File: src/rtl/osnt_ipd_seq_pkg.sv
// Shared types and constants for the inter-packet-delay sequencer.
package osnt_ipd_seq_pkg;

    localparam int C_DELAY_WIDTH_DEF = 32;
    localparam int C_TABLE_DEPTH_DEF = 16;
    localparam int C_IDX_WIDTH_DEF   = 4;

    localparam logic [31:0] WRAP_CNT_MAX = 32'hFFFF_FFFF;

    typedef enum logic [1:0] {
        IDLE = 2'd0,
        RUN  = 2'd1,
        DONE = 2'd2
    } seq_state_t;

    // Loop counter increment that sticks at all-ones instead of rolling over.
    function automatic logic [31:0] wrap_sat_inc(input logic [31:0] cnt);
        return (cnt == WRAP_CNT_MAX) ? cnt : cnt + 32'd1;
    endfunction

endpackage

File: src/rtl/ipd_delay_table.sv
// Delay-value table: one flop register per entry, one write port and one
// combinational read port. A read of the address being written in the same
// cycle returns the incoming data, so a load and a write can coincide.
module ipd_delay_table
    import osnt_ipd_seq_pkg::*;
#(
    parameter int C_DELAY_WIDTH = C_DELAY_WIDTH_DEF,
    parameter int C_TABLE_DEPTH = C_TABLE_DEPTH_DEF,
    parameter int C_IDX_WIDTH   = C_IDX_WIDTH_DEF
) (
    input  logic                     i_clk,
    input  logic                     i_rst_n,
    input  logic                     i_wr_en,
    input  logic [C_IDX_WIDTH-1:0]   i_wr_addr,
    input  logic [C_DELAY_WIDTH-1:0] i_wr_data,
    input  logic [C_IDX_WIDTH-1:0]   i_rd_addr,
    output logic [C_DELAY_WIDTH-1:0] o_rd_data
);

    logic [C_DELAY_WIDTH-1:0] w_mem [C_TABLE_DEPTH];
    logic                     w_bypass;

    genvar gi;
    generate
        for (gi = 0; gi < C_TABLE_DEPTH; gi = gi + 1) begin : g_entry
            logic [C_DELAY_WIDTH-1:0] r_entry;

            // Entry register: cleared only by the hard reset, written when addressed.
            always_ff @(posedge i_clk or negedge i_rst_n) begin
                if (!i_rst_n) begin
                    r_entry <= '0;
                end else if (i_wr_en && (i_wr_addr == C_IDX_WIDTH'(gi))) begin
                    r_entry <= i_wr_data;
                end
            end

            assign w_mem[gi] = r_entry;
        end
    endgenerate

    assign w_bypass  = i_wr_en && (i_wr_addr == i_rd_addr);
    assign o_rd_data = w_bypass ? i_wr_data : w_mem[i_rd_addr];

endmodule

File: src/rtl/osnt_ipd_delay_sequencer.sv
// Per-queue delay sequencer: steps through a CPU-programmed table of delay
// values, advancing one entry per packet completed on the monitored stream,
// and drives the delay stage's control inputs from registered outputs.
module osnt_ipd_delay_sequencer
    import osnt_ipd_seq_pkg::*;
#(
    parameter int C_DELAY_WIDTH = C_DELAY_WIDTH_DEF,
    parameter int C_TABLE_DEPTH = C_TABLE_DEPTH_DEF,
    parameter int C_IDX_WIDTH   = C_IDX_WIDTH_DEF
) (
    input  logic                     i_axis_aclk,
    input  logic                     i_axis_aresetn,
    input  logic                     i_sw_rst,
    input  logic                     i_seq_en,
    input  logic                     i_seq_loop,
    input  logic [C_IDX_WIDTH-1:0]   i_seq_last_idx,
    input  logic                     i_cfg_wr_en,
    input  logic [C_IDX_WIDTH-1:0]   i_cfg_wr_addr,
    input  logic [C_DELAY_WIDTH-1:0] i_cfg_wr_data,
    input  logic                     i_mon_tvalid,
    input  logic                     i_mon_tready,
    input  logic                     i_mon_tlast,
    output logic                     o_ipd_en,
    output logic                     o_use_reg_val,
    output logic [C_DELAY_WIDTH-1:0] o_delay_reg_val,
    output logic [C_IDX_WIDTH-1:0]   o_seq_idx,
    output logic                     o_seq_done,
    output logic [31:0]              o_wrap_cnt
);

    seq_state_t r_state;
    seq_state_t w_state_next;

    logic                     r_ipd_en;
    logic                     r_use_reg_val;
    logic [C_DELAY_WIDTH-1:0] r_delay;
    logic [C_IDX_WIDTH-1:0]   r_seq_idx;
    logic                     r_seq_done;
    logic [31:0]              r_wrap_cnt;

    logic                     w_ipd_en_next;
    logic                     w_use_reg_val_next;
    logic [C_DELAY_WIDTH-1:0] w_delay_next;
    logic [C_IDX_WIDTH-1:0]   w_idx_next;
    logic                     w_seq_done_next;
    logic [31:0]              w_wrap_next;
    logic                     w_load;

    logic                     w_pkt_done;
    logic                     w_abort;
    logic                     w_at_end;
    logic [C_DELAY_WIDTH-1:0] w_rd_data;

    // Pure monitor of the delay stage's output stream.
    assign w_pkt_done = i_mon_tvalid & i_mon_tready & i_mon_tlast;
    // Soft reset behaves as a sequence abort (plus clearing the loop counter).
    assign w_abort    = i_sw_rst | ~i_seq_en;
    // ">=" so a last index lowered below the current one ends the sequence.
    assign w_at_end   = (r_seq_idx >= i_seq_last_idx);

    // The table is always read at the index that will be current next cycle.
    ipd_delay_table #(
        .C_DELAY_WIDTH (C_DELAY_WIDTH),
        .C_TABLE_DEPTH (C_TABLE_DEPTH),
        .C_IDX_WIDTH   (C_IDX_WIDTH)
    ) u_table (
        .i_clk     (i_axis_aclk),
        .i_rst_n   (i_axis_aresetn),
        .i_wr_en   (i_cfg_wr_en),
        .i_wr_addr (i_cfg_wr_addr),
        .i_wr_data (i_cfg_wr_data),
        .i_rd_addr (w_idx_next),
        .o_rd_data (w_rd_data)
    );

    // State register.
    always_ff @(posedge i_axis_aclk or negedge i_axis_aresetn) begin
        if (!i_axis_aresetn) begin
            r_state <= IDLE;
        end else begin
            r_state <= w_state_next;
        end
    end

    // Next-state logic; an abort overrides every transition.
    always_comb begin
        w_state_next = r_state;
        if (w_abort) begin
            w_state_next = IDLE;
        end else begin
            case (r_state)
                IDLE: w_state_next = RUN;
                RUN: begin
                    if (w_pkt_done && w_at_end && !i_seq_loop) begin
                        w_state_next = DONE;
                    end
                end
                DONE:    w_state_next = DONE;
                default: w_state_next = IDLE;
            endcase
        end
    end

    // Output/next-value logic for index, delay, loop counter and flags.
    always_comb begin
        w_idx_next   = r_seq_idx;
        w_delay_next = r_delay;
        w_wrap_next  = r_wrap_cnt;
        w_load       = 1'b0;

        if (i_sw_rst) begin
            w_wrap_next = '0;
        end

        case (w_state_next)
            IDLE: begin
                w_idx_next   = '0;
                w_delay_next = '0;
            end
            RUN: begin
                if (r_state == IDLE) begin
                    w_idx_next = '0;
                    w_load     = 1'b1;
                end else if (w_pkt_done) begin
                    // Staying in RUN at the end implies looping is enabled.
                    if (!w_at_end) begin
                        w_idx_next = r_seq_idx + C_IDX_WIDTH'(1);
                    end else begin
                        w_idx_next  = '0;
                        w_wrap_next = wrap_sat_inc(r_wrap_cnt);
                    end
                    w_load = 1'b1;
                end
            end
            default: begin
                // DONE holds the last entry's index and value.
            end
        endcase

        if (w_load) begin
            w_delay_next = w_rd_data;
        end

        w_ipd_en_next      = (w_state_next != IDLE);
        w_use_reg_val_next = (w_state_next != IDLE);
        w_seq_done_next    = (w_state_next == DONE);
    end

    // Registered outputs.
    always_ff @(posedge i_axis_aclk or negedge i_axis_aresetn) begin
        if (!i_axis_aresetn) begin
            r_ipd_en      <= 1'b0;
            r_use_reg_val <= 1'b0;
            r_delay       <= '0;
            r_seq_idx     <= '0;
            r_seq_done    <= 1'b0;
            r_wrap_cnt    <= '0;
        end else begin
            r_ipd_en      <= w_ipd_en_next;
            r_use_reg_val <= w_use_reg_val_next;
            r_delay       <= w_delay_next;
            r_seq_idx     <= w_idx_next;
            r_seq_done    <= w_seq_done_next;
            r_wrap_cnt    <= w_wrap_next;
        end
    end

    assign o_ipd_en        = r_ipd_en;
    assign o_use_reg_val   = r_use_reg_val;
    assign o_delay_reg_val = r_delay;
    assign o_seq_idx       = r_seq_idx;
    assign o_seq_done      = r_seq_done;
    assign o_wrap_cnt      = r_wrap_cnt;

endmodule

File: config.mk
export PLATFORM = sky130hd
export DESIGN_NAME = osnt_ipd_delay_sequencer
export DESIGN_NICKNAME = d
export VERILOG_FILES = /design/src/rtl/osnt_ipd_seq_pkg.sv /design/src/rtl/ipd_delay_table.sv /design/src/rtl/osnt_ipd_delay_sequencer.sv
export SDC_FILE = /design/constraint.sdc
export NUM_CORES = 1
export LEC_CHECK = 0
export ABC_AREA = 1
export CAP_MARGIN = 25
export CORE_ASPECT_RATIO = 1.75
export CORE_MARGIN = 3
export CORE_UTILIZATION = 50
export CTS_BUF_LIST = sky130_fd_sc_hd__clkbuf_16
export DETAILED_ROUTE_END_ITERATION = 12
export HOLD_SLACK_MARGIN = 0.02
export PLACE_DENSITY = 0.74
export SYNTH_ARGS = -nofsm -noshare
export SYNTH_HDL_FRONTEND = slang
export SYNTH_SLANG_ARGS = --single-unit
File: constraint.sdc
create_clock -name i_axis_aclk -period 7.2 [get_ports i_axis_aclk]
set_input_delay 0.72 -clock i_axis_aclk [delete_from_list [all_inputs] [get_ports i_axis_aclk]]
set_output_delay 0.72 -clock i_axis_aclk [all_outputs]
set_load 0.05 [all_outputs]
==> impl_results.md <==
* Outcome: finished clean
* Area share of the largest cell type after synthesis at a little over half
* Final Cycle Share at a little over three fifths
* Routability cong. at around 0.89
* EDFF count, synth at 0
* Drt pass-1 iters at 5
* Internal at a little under 6 mW
* Reg2Reg Launch Point: o_seq_idx[0]$_DFF_PN0_
* Cells after Synth at 3497
* Register area at 14600 um^2
* First-pass GRT wire length at roughly 140 mm
* Sequential area share after synthesis at 52.5%
* Crit Path Max Fanout at about 110
* Cell Pwr Density at around 270 nW/um^2
* Syn avg cell area at slightly below 8 um^2
* Drt wl/cell at 20.7 um
* Logic pwr share at approximately 15%
* Post-route setup slack at between 2 and 3 ns
* Total power at a little over 8 mW
* Root Driver: clkbuf_16
* Core ar. at approximately 55000 um^2
* Post-placement cell area at 29100 um^2
* CTS Buffer Depth at 3
* Final setup fails at 0
* Grt total ovfl at 0
* Chip width at around 180 um
* Chip Height at around 320 um
* #FFs+latches synth at between 500 and 600
* Dominant cells by area after synthesis: dfrtp_1 (53%), nand3_1 (14%), nand2_1 (14%)
* Top cells by count, synth: nand2_1 (1015), nand3_1 (767), dfrtp_1 (584), o21ai_0 (502), clkbuf_1 (176)
* Min cycle time layout at 4.52 ns
* Max VDD drop at between 200 and 250 uV
* WP data arrival at 5.05 ns
* Clock Skew at 0.0155 ns
* Lkg Pwr at 14.4 nW
* Full die area at 58600 um^2
* Maximum clock rate at 221 MHz
* Multi-input logic area at around 12000 um^2
* CTS tree: yes
* Worst r2r path cells at 17
* Max-slew violations at 0
* Initial Utilization at between 50% and 60%
* DRT iter0 DRCs at 2701
* # rows at between 100 and 150
* Netlist Area Pre-Place at 27800 um^2
* Synth async-reset ratio at between 90% and 100%
* Slowest-stage cell, CP: nand2_8
* Hold Crit Class: input port to async pin
* Vias per cell at ~6
* Dpl ws at roughly 2.1 ns
* Most common cell in the synthesized netlist: nand2_1
* H-tree depth at 2
* Layout area overhead at 10.5%
* Largest net degree at the start of global routing at 200
* Antenna violations before repair at 3
* Worst skew pair latency at ~0.6 ns
* Hold buffer count at cts at 0
* Area leader, netlist: dfrtp_1
* CTS Buf Count at 54
* Post-synth top flop: dfrtp_1
* Post-cts resize count at 0
* Share of cells above drive strength 1 at roughly 4.8%
* Clock power frac at approximately 34%
* Nets at around 3500
* Mapped Nets at between 3000 and 4000
* Vias in the first global route at 24380
* Final Cell Area at just over 30000 um^2
* Worst Max-Slew Pin Slew at 1.38 ns
* FF-to-FF End: o_delay_reg_val[1]$_DFFE_PN0P_
* Worst reg-to-reg setup slack at approximately 2.7 ns
* Via count at between 20000 and 25000
* Clock-pin slew on the worst setup and hold paths at approximately 0.060 ns
* # IOs at 120
* Final hold violations at 0
* Max_cap viols at 0
* Worst setup path class: input port to register
* Port Buffers at approximately 120
* Drt drc at 0
* RSZ-0062 raised after global routing: false
* # fillers at 5111
* ANT nets after route at 0
* Post-Route WL at roughly 86 mm
* Sw Ratio at between 20 and 30%
* Setup_tns at 0 ns
* Clk sinks at ~580
* Worst path required time at about 7.7 ns
* Crit-path cells: clkdlybuf4s50_1 -> inv_1 -> ha_1 -> nand2_1 -> inv_1 -> nand2_1 -> nand3_1 -> nand4_1 -> nand2_2 -> nand3_4 -> nand2_8 -> buf_12 -> nand2_1 -> nand3_1 -> nand3_1 -> nand3_1 -> nand2_1 -> nand2_1 -> nand2_1 -> nand2_1
* Cell mode on critical path: nand2_1
* Seq pwr share at between 50% and 60%
* Net Sw Power at around 2.3 mW
* Max incr delay on CP at 0.75 ns
* Startpoint Class: input port
* Hpwl dp at around 48 mm
* Slew Limit Headroom at around 8%
* Crit end category: register
* Tot GR Track Use at between 20% and 30%
* Synth warn at 0
* Synth cell types at 42
* Ant. Diodes at 0
* Setup bufs post-CTS at 0
[critical path: cells and delay by family]
| kind | cells | cell delay [ns] |
|---|---|---|
| and+or+nand+nor | 15 | 2.87 |
| adders and majority gates | 1 | 0.31 |
| buffers and inverters | 4 | 0.98 |
[cell type report]
class / instances / area share (%)
clock buffer: 55 / 4.48
inverter: 130 / 1.59
clock inverter: 38 / 0.834
tap: 690 / 2.81
timing repair buffer: 159 / 5.22
multi-input combinational: 2495 / 37.6
sequential: 584 / 47.5
[cells in the final DEF, fill, tap and decap left out, drive strengths merged, types with 6 or more instances in the layout]
cell type and count:
xor2 10, clkinv 23, buf 41, nand2 1023
a21oi 48, dfrtp 584, ha 6, nor3 19
nand3 770, clkbuf 55, o21ai 512, nand4 12
inv 141, nor2 70, o31ai 8, clkdlybuf4s50 118
[registers in the layout (all words and copies together), names as in the netlist]
| name | flops |
|---|---|
| o_delay_reg_val | 32 |
| r_state | 2 |
| o_use_reg_val | 1 |
| u_table.g_entry.r_entry | 512 |
| o_seq_idx | 4 |
| o_wrap_cnt | 32 |
| o_seq_done | 1 |
[layer usage]
layer | up-vias | share of wire, % | track usage, %
li1 | 11473 | - | -
met1 | 11948 | 37 | 35.3
met2 | 1119 | 50 | 50.3
met3 | 277 | 7.2 | 3.86
met4 | 6 | 6.2 | 16.1
met5 | - | 0.048 | 0
[power groups by stage]
| stage | logic, mW | registers, mW | clock network, mW |
|---|---|---|---|
| 2_1_floorplan | 0.844 | 4.24 | 0 |
| 3_3_place_gp | 1.17 | 4.25 | 0 |
| 3_5_place_dp | 1.22 | 4.27 | 0 |
| 4_1_cts | 1.22 | 4.22 | 2.77 |
| 5_1_grt | 1.42 | 4.29 | 2.89 |
| 6_report | 1.21 | 4.23 | 2.75 |
[through the flow]
| stage | std cells | hold slack (ns) | utilization [%] |
|---|---|---|---|
| global placement | 4057 | 0.465 | 53.2 |
| CTS | 4150 | 0.210 | 56.2 |
| finish | 4151 | 0.189 | 56.2 |
| global route | 4151 | 0.259 | 56.2 |
| detailed placement | 4057 | 0.465 | 53.2 |
| floorplan | 3497 | 0.424 | - |
[logic make-up (layout without fill, tap and decap cells)]
logic type	after synthesis	in the layout	synth area share (%)
fa+ha+maj	6	6	0.270
simple gates	1900	1900	29.8
flops	584	584	52.5
compound gates	578	578	10.6
xor+xnor	11	11	0.346
buf+inv	418	382	6.44
[worst max-delay path by stage]
stage                                 startpoint                         endpoint  slack, ns  cells after the start
final                          i_seq_last_idx[3]   o_delay_reg_val[1]$_DFFE_PN0P_       2.68                     20
after global routing      o_seq_idx[0]$_DFF_PN0_  o_delay_reg_val[14]$_DFFE_PN0P_       2.34                     17
after CTS                      i_seq_last_idx[3]  o_delay_reg_val[14]$_DFFE_PN0P_       2.74                     20
after detailed placement       i_seq_last_idx[3]  o_delay_reg_val[14]$_DFFE_PN0P_       2.12                     20
after global placement         i_seq_last_idx[3]  o_delay_reg_val[16]$_DFFE_PN0P_       2.24                     20
after floorplan                i_seq_last_idx[3]  o_delay_reg_val[10]$_DFFE_PN0P_       4.50                     18
No activity file was read; power rests on OpenSTA's default activity.
